[src/rtl/mux2to1_arbiter.sv]
// mux2to1_arbiter: two-requester round-robin arbiter steering a registered 2:1 mux; ARB_HOLD_LIMIT_EN caps a contended grant at HOLD_MAX cycles.
// Latency: grant 1 cycle after the request is sampled, y/y_valid 1 cycle after the grant cycle.
// Backpressure: none; a requester waits, holding its req, while the other owns the path.
module mux2to1_arbiter #(
   parameter int WIDTH    = 8,
   parameter int HOLD_MAX = 4
) (
   input  logic             clk,
   input  logic             rst_n,
   input  logic             req_a,
   input  logic             req_b,
   input  logic [WIDTH-1:0] a,
   input  logic [WIDTH-1:0] b,
   output logic             gnt_a,
   output logic             gnt_b,
   output logic             sel,
   output logic [WIDTH-1:0] y,
   output logic             y_valid
);

   typedef enum logic [1:0] {
      IDLE  = 2'b00,
      GNT_A = 2'b01,
      GNT_B = 2'b10
   } state_t;

   localparam logic SERVED_A = 1'b0;
   localparam logic SERVED_B = 1'b1;

   if (HOLD_MAX < 1 || HOLD_MAX > 255) begin : g_hold_max_range
      $error("mux2to1_arbiter: HOLD_MAX must be in 1..255");
   end

   state_t state;
   state_t state_nxt;
   logic   last_served;
   logic   last_served_nxt;
   logic   hold_expired;

`ifdef ARB_HOLD_LIMIT_EN
   localparam logic [7:0] HOLD_LAST = 8'(HOLD_MAX - 1);

   logic [7:0] hold_cnt;
   logic [7:0] hold_cnt_nxt;

   assign hold_expired = (hold_cnt == HOLD_LAST);

   // Counter restarts whenever the grant changes hands or drops to IDLE.
   always_comb begin
      hold_cnt_nxt = 8'd0;
      if ((state_nxt == state) && (state != IDLE)) begin
         if (hold_cnt != HOLD_LAST) begin
            hold_cnt_nxt = hold_cnt + 8'd1;
         end else begin
            hold_cnt_nxt = hold_cnt;
         end
      end
   end

   always_ff @(posedge clk or negedge rst_n) begin
      if (!rst_n) begin
         hold_cnt <= 8'd0;
      end else begin
         hold_cnt <= hold_cnt_nxt;
      end
   end
`else
   assign hold_expired = 1'b0;
`endif

   always_comb begin
      state_nxt = state;
      case (state)
         IDLE: begin
            if (req_a && req_b) begin
               state_nxt = (last_served == SERVED_B) ? GNT_A : GNT_B;
            end else if (req_a) begin
               state_nxt = GNT_A;
            end else if (req_b) begin
               state_nxt = GNT_B;
            end else begin
               state_nxt = IDLE;
            end
         end
         GNT_A: begin
            if (req_a) begin
               state_nxt = (hold_expired && req_b) ? GNT_B : GNT_A;
            end else begin
               state_nxt = req_b ? GNT_B : IDLE;
            end
         end
         GNT_B: begin
            if (req_b) begin
               state_nxt = (hold_expired && req_a) ? GNT_A : GNT_B;
            end else begin
               state_nxt = req_a ? GNT_A : IDLE;
            end
         end
         default: state_nxt = IDLE;
      endcase
   end

   always_comb begin
      last_served_nxt = last_served;
      if (state == GNT_A) begin
         last_served_nxt = SERVED_A;
      end else if (state == GNT_B) begin
         last_served_nxt = SERVED_B;
      end
   end

   // Reset leaves B as last served so the first tie after reset goes to A.
   always_ff @(posedge clk or negedge rst_n) begin
      if (!rst_n) begin
         state       <= IDLE;
         last_served <= SERVED_B;
      end else begin
         state       <= state_nxt;
         last_served <= last_served_nxt;
      end
   end

   assign gnt_a = (state == GNT_A);
   assign gnt_b = (state == GNT_B);
   assign sel   = (state == GNT_B);

   always_ff @(posedge clk or negedge rst_n) begin
      if (!rst_n) begin
         y       <= '0;
         y_valid <= 1'b0;
      end else begin
         y_valid <= gnt_a | gnt_b;
         if (gnt_a | gnt_b) begin
            y <= sel ? b : a;
         end
      end
   end

endmodule

[config.mk]
export PLATFORM = sky130hd
export DESIGN_NAME = mux2to1_arbiter
export DESIGN_NICKNAME = d
export VERILOG_FILES = /design/src/rtl/mux2to1_arbiter.sv
export SDC_FILE = /design/constraint.sdc
export NUM_CORES = 1
export LEC_CHECK = 0
export BUFFER_PORTS_ARGS = -buffer_cell sky130_fd_sc_hd__buf_2
export CORE_AREA = 4 4 43 45
export CTS_BUF_LIST = sky130_fd_sc_hd__clkbuf_4
export DETAILED_ROUTE_END_ITERATION = 8
export DIE_AREA = 0 0 47 49
export MAX_ROUTING_LAYER = met4
export PLACE_DENSITY = 0.75
export SYNTH_ARGS = -nofsm -noshare
export SYNTH_HDL_FRONTEND = slang
export SYNTH_SLANG_ARGS = --single-unit
export TNS_END_PERCENT = 1
[constraint.sdc]
create_clock -name clk -period 2 [get_ports clk]
set_input_delay 0.2 -clock clk [delete_from_list [all_inputs] [get_ports clk]]
set_output_delay 0.2 -clock clk [all_outputs]
set_load 0.02 [all_outputs]
# ---- After elaboration in Yosys (flattened, before gate mapping)
# Cells that the tools add are included.
dict set report op_classes {
  eq_ne 2
  mux 10
  bitwise 1
  n_reduce_logical 3
}
# operator count
set ops {}
lappend ops {{2-bit two-way mux} 5}
lappend ops {{8-bit two-way mux} 1}
lappend ops {{2-bit case mux with 3 select lines} 1}
lappend ops {{1-bit two-way mux} 3}
lappend ops {{2-bit by 1-bit == test with 1-bit output, second input constant} 1}
lappend ops {{2-bit == test, second input constant} 1}
lappend ops {{2-bit zero test} 1}
lappend ops {{2-bit nonzero test} 1}
lappend ops {{1-bit logical AND} 1}
lappend ops {{1-bit bitwise OR} 1}
dict set report totals {
  regBits 12
  out_inout_bits 12
  elab_cells 20
}

# ---- Logic depth before layout (Yosys ltp)
dict set report depth {
  depth_word 4
  ltp_mapped 6
  depth_no_buf 4
}

# ---- Least setup slack after synthesis
# OpenSTA, ideal clock, no wires.
dict set report synth_path {
  path_kind {reg2reg}
  startpoint {register state[0]}
  endpoint {register state[1]}
  setup_time_ns 0.111
  arrival_ns 1.273
  t_required_ns 1.889
  setup_slack_ns 0.616
  path_stages_with_launch 6
  path_buffers 1
  synth_period_minus_slack_ns 1.384
  path_cell_list {dfrtp_1 -> inv_1 -> ha_1 -> buf_6 -> nor2b_2 -> a2111oi_2}
}
dict set report synth_between {
  elab_chain_cells 2
  word_cells_on_any_way 4
}
# item line
set synth_lines {}
lappend synth_lines {{from (decl)} 34} ;# state_t state;
lappend synth_lines {{from (signal assigned)} 118} ;# state <= state_nxt;
lappend synth_lines {{2-bit == test} n/a}
lappend synth_lines {{via gnt_b} 15} ;# output logic gnt_b,
lappend synth_lines {{2-bit case mux with 3 select lines} 73} ;# case (state)
lappend synth_lines {{via state_nxt[1]} 35} ;# state_t state_nxt;
# The timed path passes the listed nets, and every way through them passes these cells.
# A chain may end at the register's enable or synchronous reset.

# ---- Worst setup path after layout
dict set report layout_path {
  startpoint {register state[0]}
  endpoint {output gnt_b}
}
dict set report layout_between {
  elab_chain_cells 1
}
# item line
set layout_lines {}
lappend layout_lines {{2-bit == test} 124} ;# assign gnt_b = (state == GNT_B);
lappend layout_lines {{to (decl)} 15}
# No other way between the ends.

==> flow_summary_export.csv <==
group,metric,value,unit
clock_network,numCtsBuffers,3,
critical_path,critPathCaptureType,"output pin",
power_and_ir_drop,finalPower,1390,uW
sta,fmax,551,MHz
route,vias_per_cell,4.74,
final_layout,nNetsFinal,114,
route,ant_nets,0,
placement,dpl_worst_slack,0.401,ns
final_layout,n_fill_cell,134,
grt,grt_pass1_wl,2.17,mm
critical_path,slowest_stage,"ha_1",
power_and_ir_drop,p_leak,0.000411,uW
clock_network,clock_path_buffers,2,
sta,worst_slack,0.186,ns
route,drt_pass1_iterations,4,
route,vias,498,
power_and_ir_drop,p_sw_share,45.8,%
power_and_ir_drop,vdd_drop_max,0.839,mV
yosys,ys_seq_area_share,48.1,%
sta,skew,0.00548,ns
yosys,yosysUniqueCellTypes,16,
clock_network,cts_sinks,12,
floorplan,core_area,1470,um2
final_layout,drive_above_1_share,44.9,%
floorplan,fp.dieH,49,um
power_and_ir_drop,internal_power,751,uW
yosys,syn-instance-count,57,
sta,min_period,1.81,ns
critical_path,worst_setup_path_start_kind,"flop",
yosys,avgSynthCellArea,11.0,um2
power_and_ir_drop,power_frac_seq,31.5,%
power_and_ir_drop,p_per_area,1710,nW/um2
route,wl_per_cell,12.6,um
placement,place.gp.congestion,0.709,
critical_path,worstSetupPathType,"reg2out",
critical_path,timing.rr.start,"state[0]$_DFF_PN0_",
floorplan,io_pins,32,
clock_network,cts-resized-gates,0,
final_layout,num_antenna_cells,0,
placement,hpwl,1.01,mm
clock_network,clock_latency,0.27,ns
sta,setup_viol,0,
grt,grtUsageTotal,13.3,%
critical_path,r2r_setup_slack,0.42,ns
placement,dpl-instance-area,771,um2
yosys,ys_ff_latch,12,
floorplan,num_rows,14,
yosys,syn_area,627,um2
critical_path,required,1.80,ns
min_path,worstHoldStart,"req_a",
route,drt-total-wl,1.32,mm
sta,fin_crit_sh,90.7,%
sta,relSlewSlack,57.1,%
critical_path,crit_fanout,12,
critical_path,startpoint,"state[0]$_DFF_PN0_",
run,drv_cap,0,
critical_path,reg2reg_depth,4,
min_path,min_path_cells,3,
sta,fin_setup_tns,0,ns
sta,worst_pin_slew,0.643,ns
clock_network,tritoncts,"built",
final_layout,syn_to_final_growth,29.3,%
clock_network,htreeDepth,1,
placement,port_buffers,31,
sta,rsz0062_at_grt,"no",
critical_path,crit_chain,"inv_1 > ha_1 > buf_2",
clock_network,clkTransAtPathRegs,0.08,ns
clock_network,holdBufCountCts,1,
sta,maxSlewViolCount,0,
final_layout,fin_util,55.1,%
min_path,holdPathEnd,"state[0]$_DFF_PN0_",
yosys,ys_warn_count,0,
floorplan,die_x,47,um
yosys,syn_nets,81,
floorplan,initial_core_util,42.6,%
status,status,"finished clean",
clock_network,root_buffer,"clkbuf_4",
critical_path,max_stage_delay,0.57,ns
grt,grt_max_degree,19,
clock_network,cts_setup_buffers,0,
min_path,hold_class,"in2reg",
final_layout,postLayoutCellArea,811,um2
route,drc,0,
sta,hold_viol_final,0,
floorplan,die_area,2300,um2
power_and_ir_drop,clockPowerShare,12.3,%
power_and_ir_drop,combPwrFrac,56.3,%
grt,antenna_found_initial,0,
route,drtIter0Drc,3,
grt,gr-total-overflow,0,
grt,grt_pass1_vias,510,
critical_path,r2r_end,"state[1]$_DFF_PN0_",
power_and_ir_drop,switching_power,635,uW
critical_path,arrival,1.61,ns
[registers in the layout (all words and copies together) (netlist names)]
register and flops:
last_served 1, state 2, y 8, y_valid 1
[how the worst max path moves through the flow]
| stage | end | slack [ns] | cells after the start |
|---|---|---|---|
| 2_1_floorplan | state[1]$_DFF_PN0_ | 0.62 | 5 |
| 3_5_place_dp | y[5]$_DFFE_PN0P_ | 0.40 | 4 |
| 6_report | gnt_b | 0.19 | 3 |
| 5_1_grt | sel | 0.08 | 3 |
| 3_3_place_gp | state[1]$_DFF_PN0_ | 0.50 | 4 |
| 4_1_cts | gnt_b | 0.15 | 3 |
[power groups by stage]
stage          logic, uW  clock network [uW]  registers (uW)
2_1_floorplan        511                   0             544
3_3_place_gp         760                   0             433
3_5_place_dp         797                   0             437
4_1_cts              793                 174             436
5_1_grt              862                 183             456
6_report             780                 170             437
[worst max-delay path: cells and delay by family (launching register included)]
family	cells	cell delay, ns
adder cells (fa/ha/maj)	1	0.57
flip-flops	1	0.40
buffers and inverters	2	0.36
[cell type report]
cell class | instances | area (um2) | share of cell area [%]
multi-input cells | 36 | 275 | 34.0
repair buffers | 32 | 165 | 20.4
flip-flops and latches | 12 | 302 | 37.2
inverters | 5 | 18.8 | 2.31
clock buffers | 4 | 30.0 | 3.70
well taps | 16 | 20.0 | 2.47
[logic make-up (layout without fill, tap and decap cells)]
family	count (synthesis)	after routing	synth area share, %
multiplexers	9	9	14.4
flip-flops	12	12	48.1
AND/OR/NAND/NOR	13	13	10.4
adder cells (fa/ha/maj)	4	4	7.98
AO/OA/AOI/OAI	10	10	11.2
buffers and inverters	9	41	7.98
[cell usage after synthesis]
cell type / instances / area, um2
nor2b_2: 1 / 8.76
nor2_1: 8 / 30.0
ha_1: 4 / 50.1
inv_1: 5 / 18.8
buf_4: 2 / 15.0
dfstp_2: 1 / 26.3
nand2b_1: 1 / 6.26
mux2i_1: 9 / 90.1
a21oi_1: 8 / 40.0
buf_2: 1 / 5.00
dfrtp_1: 11 / 275
nor3_2: 1 / 10.0
nor2b_1: 1 / 6.26
buf_6: 1 / 11.3
nand2_1: 1 / 3.75
a2111oi_2: 2 / 30.0
[metrics by stage]
stage,cells,hold WS (ns)
6_report,105,0.175
5_1_grt,105,0.182
4_1_cts,105,0.168
3_5_place_dp,100,0.0996
3_3_place_gp,100,0.0940
2_1_floorplan,57,-0.0956
[cells in the final DEF (no fill, tap or decap)]
| master | instances |
|---|---|
| nand2_1 | 1 |
| a2111oi_2 | 2 |
| ha_1 | 4 |
| nor3_2 | 1 |
| buf_2 | 31 |
| dfrtp_1 | 11 |
| nor2_1 | 8 |
| mux2i_1 | 9 |
| dlygate4sd3_1 | 1 |
| nor2b_2 | 1 |
| nor2b_1 | 1 |
| inv_1 | 5 |
| dfstp_2 | 1 |
| nand2b_1 | 1 |
| a21oi_1 | 8 |
| clkbuf_4 | 4 |
[per-layer routing]
metal	wire [um]	global-route usage, %	vias up	part of all wire (%)
met1	578	16.1	221	44
met2	626	20.1	22	47
li1	-	-	253	-
met5	0	-	-	0
met4	4	6.91	0	0.30
met3	111	2.58	2	8.4
Note: power is estimated with default switching activity, not from simulation.
